## config.mk

```make
export PLATFORM = sky130hd
export DESIGN_NAME = unified_mem_arbiter_flat
export DESIGN_NICKNAME = d
export VERILOG_FILES = /design/src/rtl/unified_mem_arbiter_if.sv /design/src/rtl/unified_mem_arbiter.sv /design/src/flat_wrapper.sv
export SDC_FILE = /design/constraint.sdc
export NUM_CORES = 1
export LEC_CHECK = 0
export ABC_AREA = 1
export CORE_MARGIN = 1
export CORE_UTILIZATION = 45
export CTS_CLUSTER_DIAMETER = 200
export DETAILED_ROUTE_END_ITERATION = 6
export HOLD_SLACK_MARGIN = 0.03
export PLACE_DENSITY = 0.86
export SYNTH_ARGS = -nofsm -noshare
export SYNTH_HDL_FRONTEND = slang
export SYNTH_SLANG_ARGS = --single-unit
```

## constraint.sdc

```tcl
create_clock -name clk -period 14.75 [get_ports clk]
set_input_delay 3.6875 -clock clk [delete_from_list [all_inputs] [get_ports clk]]
set_output_delay 3.6875 -clock clk [all_outputs]
set_load 0.01 [all_outputs]
```

## src/rtl/unified_mem_arbiter_if.sv

```systemverilog
// Bundle between the core's IF/MEM request ports, the arbiter and the single-port memory.
// The slave modport is the arbiter's view; master is the core + memory side.
interface unified_mem_arbiter_if #(
    parameter int unsigned DWIDTH = 32,
    parameter int unsigned AWIDTH = 32
);
    logic              if_req;
    logic [AWIDTH-1:0] if_addr;
    logic [DWIDTH-1:0] if_rdata;
    logic              if_ack;

    logic              d_req;
    logic              d_we;
    logic [AWIDTH-1:0] d_addr;
    logic [DWIDTH-1:0] d_wdata;
    logic [DWIDTH-1:0] d_rdata;
    logic              d_ack;

    logic              m_req;
    logic              m_we;
    logic [AWIDTH-1:0] m_addr;
    logic [DWIDTH-1:0] m_wdata;
    logic [DWIDTH-1:0] m_rdata;
    logic              m_ready;

    logic              busy;
    logic              grant_d;

    modport slave (
        input  if_req, if_addr, d_req, d_we, d_addr, d_wdata, m_rdata, m_ready,
        output if_rdata, if_ack, d_rdata, d_ack, m_req, m_we, m_addr, m_wdata, busy, grant_d
    );

    modport master (
        output if_req, if_addr, d_req, d_we, d_addr, d_wdata, m_rdata, m_ready,
        input  if_rdata, if_ack, d_rdata, d_ack, m_req, m_we, m_addr, m_wdata, busy, grant_d
    );
endinterface

```

## src/rtl/unified_mem_arbiter.sv

```systemverilog
// Shares one single-port memory between instruction fetch and data access.
// Data has priority; a streak counter forces a fetch grant after MAX_STREAK contested data wins.
module unified_mem_arbiter #(
    parameter int unsigned DWIDTH     = 32,
    parameter int unsigned AWIDTH     = 32,
    parameter int unsigned MAX_STREAK = 4
) (
    input  logic                 clk,
    input  logic                 rst,
    unified_mem_arbiter_if.slave bus
);

    typedef enum logic [1:0] {IDLE, BUSY_IF, BUSY_D} state_e;

    localparam logic [3:0] STREAK_MAX = 4'(MAX_STREAK);

    state_e            state_q, state_d;
    logic [3:0]        streak_q, streak_d;
    logic              m_req_q, m_req_d;
    logic              m_we_q, m_we_d;
    logic [AWIDTH-1:0] m_addr_q, m_addr_d;
    logic [DWIDTH-1:0] m_wdata_q, m_wdata_d;
    logic              if_ack_q, if_ack_d;
    logic              d_ack_q, d_ack_d;
    logic [DWIDTH-1:0] if_rdata_q, if_rdata_d;
    logic [DWIDTH-1:0] d_rdata_q, d_rdata_d;
    logic              if_valid, d_valid;

    always_ff @(posedge clk or posedge rst) begin
        if (rst) begin
            state_q    <= IDLE;
            streak_q   <= '0;
            m_req_q    <= 1'b0;
            m_we_q     <= 1'b0;
            m_addr_q   <= '0;
            m_wdata_q  <= '0;
            if_ack_q   <= 1'b0;
            d_ack_q    <= 1'b0;
            if_rdata_q <= '0;
            d_rdata_q  <= '0;
        end else begin
            state_q    <= state_d;
            streak_q   <= streak_d;
            m_req_q    <= m_req_d;
            m_we_q     <= m_we_d;
            m_addr_q   <= m_addr_d;
            m_wdata_q  <= m_wdata_d;
            if_ack_q   <= if_ack_d;
            d_ack_q    <= d_ack_d;
            if_rdata_q <= if_rdata_d;
            d_rdata_q  <= d_rdata_d;
        end
    end

    always_comb begin
        state_d    = state_q;
        streak_d   = streak_q;
        m_req_d    = m_req_q;
        m_we_d     = m_we_q;
        m_addr_d   = m_addr_q;
        m_wdata_d  = m_wdata_q;
        if_ack_d   = 1'b0;
        d_ack_d    = 1'b0;
        if_rdata_d = if_rdata_q;
        d_rdata_d  = d_rdata_q;
        // A port in its ack cycle is still showing the request that just completed.
        if_valid   = bus.if_req & ~if_ack_q;
        d_valid    = bus.d_req & ~d_ack_q;

        case (state_q)
            IDLE: begin
                if (d_valid && (!if_valid || streak_q < STREAK_MAX)) begin
                    state_d   = BUSY_D;
                    streak_d  = if_valid ? streak_q + 4'd1 : '0;
                    m_req_d   = 1'b1;
                    m_we_d    = bus.d_we;
                    m_addr_d  = bus.d_addr;
                    m_wdata_d = bus.d_wdata;
                end else if (if_valid) begin
                    state_d   = BUSY_IF;
                    streak_d  = '0;
                    m_req_d   = 1'b1;
                    m_we_d    = 1'b0;
                    m_addr_d  = bus.if_addr;
                end
            end
            BUSY_IF: begin
                if (bus.m_ready) begin
                    state_d    = IDLE;
                    m_req_d    = 1'b0;
                    m_we_d     = 1'b0;
                    if_ack_d   = 1'b1;
                    if_rdata_d = bus.m_rdata;
                end
            end
            BUSY_D: begin
                if (bus.m_ready) begin
                    state_d = IDLE;
                    m_req_d = 1'b0;
                    m_we_d  = 1'b0;
                    d_ack_d = 1'b1;
                    if (!m_we_q) begin
                        d_rdata_d = bus.m_rdata;
                    end
                end
            end
            default: state_d = IDLE;
        endcase
    end

    assign bus.m_req    = m_req_q;
    assign bus.m_we     = m_we_q;
    assign bus.m_addr   = m_addr_q;
    assign bus.m_wdata  = m_wdata_q;
    assign bus.if_ack   = if_ack_q;
    assign bus.d_ack    = d_ack_q;
    assign bus.if_rdata = if_rdata_q;
    assign bus.d_rdata  = d_rdata_q;
    assign bus.busy     = (state_q != IDLE);
    assign bus.grant_d  = (state_q == BUSY_D);

endmodule

```

## src/flat_wrapper.sv

```systemverilog
// flat-port wrapper written by rule: the top's interface ports become plain ports
module unified_mem_arbiter_flat 
#(
    parameter int unsigned DWIDTH     = 32,
    parameter int unsigned AWIDTH     = 32,
    parameter int unsigned MAX_STREAK = 4
)
  (clk, rst, bus_if_req, bus_if_addr, bus_d_req, bus_d_we, bus_d_addr, bus_d_wdata, bus_m_rdata, bus_m_ready, bus_if_rdata, bus_if_ack, bus_d_rdata, bus_d_ack, bus_m_req, bus_m_we, bus_m_addr, bus_m_wdata, bus_busy, bus_grant_d);
  unified_mem_arbiter_if #(.DWIDTH(DWIDTH), .AWIDTH(AWIDTH)) bus_i ();
  input  logic clk;
  input  logic rst;
  input wire logic [$bits(bus_i.if_req)-1:0] bus_if_req;
  input wire logic [$bits(bus_i.if_addr)-1:0] bus_if_addr;
  input wire logic [$bits(bus_i.d_req)-1:0] bus_d_req;
  input wire logic [$bits(bus_i.d_we)-1:0] bus_d_we;
  input wire logic [$bits(bus_i.d_addr)-1:0] bus_d_addr;
  input wire logic [$bits(bus_i.d_wdata)-1:0] bus_d_wdata;
  input wire logic [$bits(bus_i.m_rdata)-1:0] bus_m_rdata;
  input wire logic [$bits(bus_i.m_ready)-1:0] bus_m_ready;
  output wire logic [$bits(bus_i.if_rdata)-1:0] bus_if_rdata;
  output wire logic [$bits(bus_i.if_ack)-1:0] bus_if_ack;
  output wire logic [$bits(bus_i.d_rdata)-1:0] bus_d_rdata;
  output wire logic [$bits(bus_i.d_ack)-1:0] bus_d_ack;
  output wire logic [$bits(bus_i.m_req)-1:0] bus_m_req;
  output wire logic [$bits(bus_i.m_we)-1:0] bus_m_we;
  output wire logic [$bits(bus_i.m_addr)-1:0] bus_m_addr;
  output wire logic [$bits(bus_i.m_wdata)-1:0] bus_m_wdata;
  output wire logic [$bits(bus_i.busy)-1:0] bus_busy;
  output wire logic [$bits(bus_i.grant_d)-1:0] bus_grant_d;
  assign bus_i.if_req = bus_if_req;
  assign bus_i.if_addr = bus_if_addr;
  assign bus_i.d_req = bus_d_req;
  assign bus_i.d_we = bus_d_we;
  assign bus_i.d_addr = bus_d_addr;
  assign bus_i.d_wdata = bus_d_wdata;
  assign bus_i.m_rdata = bus_m_rdata;
  assign bus_i.m_ready = bus_m_ready;
  assign bus_if_rdata = bus_i.if_rdata;
  assign bus_if_ack = bus_i.if_ack;
  assign bus_d_rdata = bus_i.d_rdata;
  assign bus_d_ack = bus_i.d_ack;
  assign bus_m_req = bus_i.m_req;
  assign bus_m_we = bus_i.m_we;
  assign bus_m_addr = bus_i.m_addr;
  assign bus_m_wdata = bus_i.m_wdata;
  assign bus_busy = bus_i.busy;
  assign bus_grant_d = bus_i.grant_d;
  unified_mem_arbiter #(.DWIDTH(DWIDTH), .AWIDTH(AWIDTH), .MAX_STREAK(MAX_STREAK)) u_core (.clk(clk), .rst(rst), .bus(bus_i));
endmodule
```

== After elaboration in Yosys (flattened, before gate mapping) ==
Cells that the tools add are included.
Word-level totals
  register bits after elaboration: 138
  bits of input ports: 134
  output and inout bits: 134
  logic and storage cells: 54
Operators by class
  add/subtract/negate cells: 1
  order comparisons: 1
  equal/unequal tests: 4
  muxes and demuxes: 19
  bitwise operators: 5
  reduce and logical (&&, ||, !) cells: 14
Operators by type and width (number)
  2-to-1 mux 32 bit: 2
  2-to-1 mux 4 bit: 3
  2-to-1 mux 1 bit: 8
  AND reduction 2 bit: 4
  2-to-1 mux 2 bit: 3
  AND reduction 3 bit: 2
  nonzero test 2 bit: 3
  adder 4 x 1 -> 4 bit, second input constant: 1
  < comparator 4 x 3 -> 1 bit, second input constant: 1
  case mux 1 bit (2 select lines): 2
  case mux 2 bit (2 select lines): 1
  inequality test 3 x 1 -> 1 bit, second input constant: 1
  NOT 1 bit: 3
  bitwise AND 1 bit: 2
  equality test 2 x 1 -> 1 bit, second input constant: 1
  equality test 2 bit, second input constant: 1
  zero test 2 bit: 1
  inequality test 2 x 1 -> 1 bit, second input constant: 1
  OR reduction 2 bit: 1
  logical AND 1 bit: 1
  zero test 1 bit: 1
  logical OR 1 bit: 1

== Depth between registers and ports, before layout ==
  depth in word-level cells: 7
  gate-level depth with buffers: 9
  depth with buffers taken out: 8

== Worst setup path after synthesis ==
Ideal clock, no wire load.
  path kind: register to output
  start: reg u_core.state_q[0]
  end: out bus_busy
  arrival time: 1.134 ns
  data required time: 11.062 ns
  setup slack: 9.928 ns
  stages on the path, launching flop included: 5
  buffers on the path: 1
  path through: dfrtp_1 > inv_1 > ha_1 > inv_1 > clkbuf_1
On the way
  longest elaborated chain between the ends: 1
Ends and longest elaborated chain
  from (decl): line unified_mem_arbiter.sv:17  | state_e state_q, state_d;
  from (signal assigned): line unified_mem_arbiter.sv:42  | state_q <= state_d;
  nonzero test 2 bit: line unified_mem_arbiter.sv:119  | assign bus.busy = (state_q != IDLE);
  to (decl): line flat_wrapper.sv:28  | output wire logic [$bits(bus_i.busy)-1:0] bus_busy;
No other way between the ends.

== Worst setup path after layout ==
  start: in bus_d_req
  end: reg u_core.m_wdata_q[26], in the netlist u_core.bus.m_wdata[26]
On the way
  longest elaborated chain between the ends: 3
Ends and longest elaborated chain
  from (decl): line flat_wrapper.sv:14  | input wire logic [$bits(bus_i.d_req)-1:0] bus_d_req;
  bitwise AND 1 bit: line unified_mem_arbiter.sv:68  | d_valid = bus.d_req & ~d_ack_q;
  logical AND 1 bit: line unified_mem_arbiter.sv:72  | if (d_valid && (!if_valid || streak_q < STREAK_MAX)) begin
  AND reduction 2 bit (no source line)
  to (signal assigned): line unified_mem_arbiter.sv:47  | m_wdata_q <= m_wdata_d;
  to (decl): line unified_mem_arbiter.sv:22  | logic [DWIDTH-1:0] m_wdata_q, m_wdata_d;
No other way between the ends.
A chain may end at the register's enable or synchronous reset.

==> flow_summary.toml <==
[run_status]
outcome = "finished clean"

[synthesis]
ys_seq_elements = 138
synthCells = 689
synth.avg_cell_area_um2 = 8.64
yosysUniqueCellTypes = 22
yosysWarnings = 0
syn_area_um2 = 5950
ys_seq_area_frac = 0.580
synth_nets = 828

[clocking]
cts.clk_slew.worst_paths_ns = 0.06
cts_hold_buffers = 0
cts_htree_levels = 4
cts_sinks = 138
post_cts_buffers = 0
root_buffer = "clkbuf_16"
cts_made_buffers = 17
clock_latency_ns = 0.42
cts_resized = 0
clockBufferDepth = 2
cts_tree = "done"

[sta]
fmax_mhz = 166
tns_ns = 0
drv_slew = 0
slew-limit-headroom = 0.259
grt_setup_unrepaired = "false"
hold_viol = 0
finalWorstPathRequiredPeriod_ns = 6.01
worst_clock_skew_ns = 0.00736
tightest_slew_ns = 1.11
setup_viol = 0
fin_crit_sh = 0.408

[power]
p_int_uw = 1260
clkPwrFrac = 0.237
p_leak_uw = 0.00452
ir_worst_vdd_v = 0.000120
p_comb_frac = 0.424
switching_power_uw = 660
cellPowerDensity_nw_per_um2 = 207
p_sw_frac = 0.343
seqPwrFrac = 0.339

[place]
hpwl_um = 11400
gp_congestion = 0.776
placed_area_um2 = 8660
io_buffers = 267

[layout]
drive_above_1_share = 0.0473
nFillCells = 933
area_growth_pct = 56.2
seqCellArea_um2 = 3450
multi_input_area_um2 = 2000
stdcell_area_um2 = 9300
finish.net_count = 1077
final_core_util = 0.728

[routing]
drt_wl_total_um = 17000
via_count = 5489
wl_per_cell_um = 15.2
drc = 0
drt-vias-per-instance = 4.88
firstDrtPassIters = 5
drt_iter0_markers = 416
final_antenna_net_count = 0

[grt]
antenna_found_initial = 1
grt.overflow.total = 0
grt_pass1_wl_um = 25600
grt_max_degree = 78
track_usage = 0.249
grt_pass1_vias = 5143

[setup_path]
cp_num_buf_inv = 2
cp-start-kind = "primary input"
required_ns = 15.10
slowest_stage = "nor2_4"
cp-end-kind = "flop"
worstPathCellList = "clkdlybuf4s50_1, nand2_1, inv_2, nand2_4, nor2_4, nand2_1, nand2_1"
arrival_ns = 6.36
crit_cells = 7
worstSetupPathType = "primary input to flop"
cp_common_cell = "nand2_1"
critical_path.max_fanout = 66
slowest_delay_ns = 0.75
cp_top_family = "simple AND/OR/NAND/NOR gates"
r2r_cells = 7

[worst_hold_path]
hold_path_class = "flop to flop"
hold_path_depth = 2

[floorplan]
rows = 41
start_util = 0.466
die_w_um = 117
die-area_um2 = 13700
die_h_um = 117
core_area_um2 = 12800
ios = 268

[run]
drv_cap = 0
[routing by layer]
| layer | global-route usage | vias to the layer above | share of wire |
|---|---|---|---|
| li1 | - | 2652 | - |
| met1 | 0.290 | 2587 | 0.39 |
| met2 | 0.417 | 218 | 0.49 |
| met3 | 0.0911 | 32 | 0.093 |
| met4 | 0.103 | 0 | 0.025 |
| met5 | 0 | - | 0 |
[power by group through the flow]
stage          Combinational (µW)  Clock [µW]  Sequential (µW)
6_report                      814         455              652
5_1_grt                       895         475              672
4_1_cts                       822         460              652
3_5_place_dp                  814           0              653
3_3_place_gp                  797           0              646
2_1_floorplan                 282           0              724
[Yosys cell counts]
cell	n	area share
nand3b_1	33	0.042
clkbuf_1	10	0.0063
nor2_1	5	0.0032
buf_4	4	0.0050
nand2_4	2	0.0038
inv_2	3	0.0019
or2_1	1	0.0011
clkinv_1	2	0.0013
ha_1	5	0.011
dfrtp_1	138	0.58
nand3_1	38	0.032
inv_1	75	0.047
nor2_4	2	0.0038
buf_6	2	0.0038
buf_2	17	0.014
nand2_2	1	0.0011
buf_1	3	0.0019
or2_2	1	0.0011
clkbuf_2	3	0.0025
o21ai_1	33	0.028
nand2_1	245	0.15
o21ai_0	66	0.055
[path summary, 6_finish.rpt]
| path | slack [ns] | endpoint | from |
|---|---|---|---|
| min in group asynchronous | 3.70 | u_core.bus.d_rdata[23]$_DFFE_PP0P_ | rst |
| max | 8.74 | u_core.bus.m_wdata[26]$_DFFE_PP0P_ | bus_d_req |
| max in group asynchronous | 9.63 | u_core.bus.m_addr[10]$_DFFE_PP0P_ | rst |
| max reg2reg | 12.03 | u_core.bus.m_wdata[26]$_DFFE_PP0P_ | u_core.bus.d_ack$_DFF_PP0_ |
| min reg2reg | 0.48 | u_core.bus.if_rdata[24]$_DFFE_PP0P_ | u_core.bus.if_rdata[24]$_DFFE_PP0P_ |
| min | 0.48 | u_core.bus.if_rdata[24]$_DFFE_PP0P_ | u_core.bus.if_rdata[24]$_DFFE_PP0P_ |
[per-stage QoR]
stage | hold slack [ns] | instances | worst slack, ns | power (µW)
3_3_place_gp | 0.461 | 1091 | 8.46 | 1440
5_1_grt | 0.503 | 1123 | 8.54 | 2040
6_report | 0.479 | 1124 | 8.74 | 1920
4_1_cts | 0.482 | 1123 | 8.79 | 1930
3_5_place_dp | 0.468 | 1091 | 8.37 | 1470
2_1_floorplan | 0.453 | 689 | 7.37 | 1010
[sequential cells by signal, summed over array words and instances, names as in the netlist]
name / flops
u_core.bus.if_ack: 1
u_core.bus.m_wdata: 32
u_core.bus.m_addr: 32
u_core.streak_q: 4
u_core.bus.d_rdata: 32
u_core.bus.d_ack: 1
u_core.bus.if_rdata: 32
u_core.bus.m_we: 1
u_core.state_q: 2
u_core.bus.m_req: 1
[layout by cell type, fill, tap and decap left out]
cell	n
clkdlybuf4s50_1	267
nand2_1	244
dfrtp_1	138
inv_1	74
o21ai_0	66
nand3_1	38
o21ai_1	33
nand3b_1	33
clkbuf_16	17
nor2_1	5
ha_1	5
clkinvlp_4	4
clkinv_4	4
bufinv_16	4
inv_2	3
nor2_4	2
clkinv_1	2
nand2_4	2
nand2_2	2
or2_2	2
inv_6	2
buf_4	2
diode_2	1
clkbuf_1	1
clkbuf_8	1
[tightest hold or removal path, cell delays in order, from the launching register on]
cell	delay, ns
dfrtp_1	0.34
nand2_1	0.05
o21ai_0	0.06
[logic make-up (layout without fill, tap and decap cells)]
family,count (synthesis),in the layout,share of synthesized area
simple gates,328,328,0.242
flops,138,138,0.580
buf+inv,119,381,0.0843
compound gates,99,99,0.0832
fa+ha+maj,5,5,0.0105
other cells,0,1,0
[final cells by class]
cell class	count	area share
Timing Repair Buffer	269	0.289
Sequential cell	138	0.371
Multi-Input combinational cell	432	0.215
Antenna cell	1	0.000269
Tap cell	172	0.0231
Inverter	80	0.0328
Clock buffer	19	0.0476
Clock inverter	13	0.0209
(Power assumes the default switching activity.)
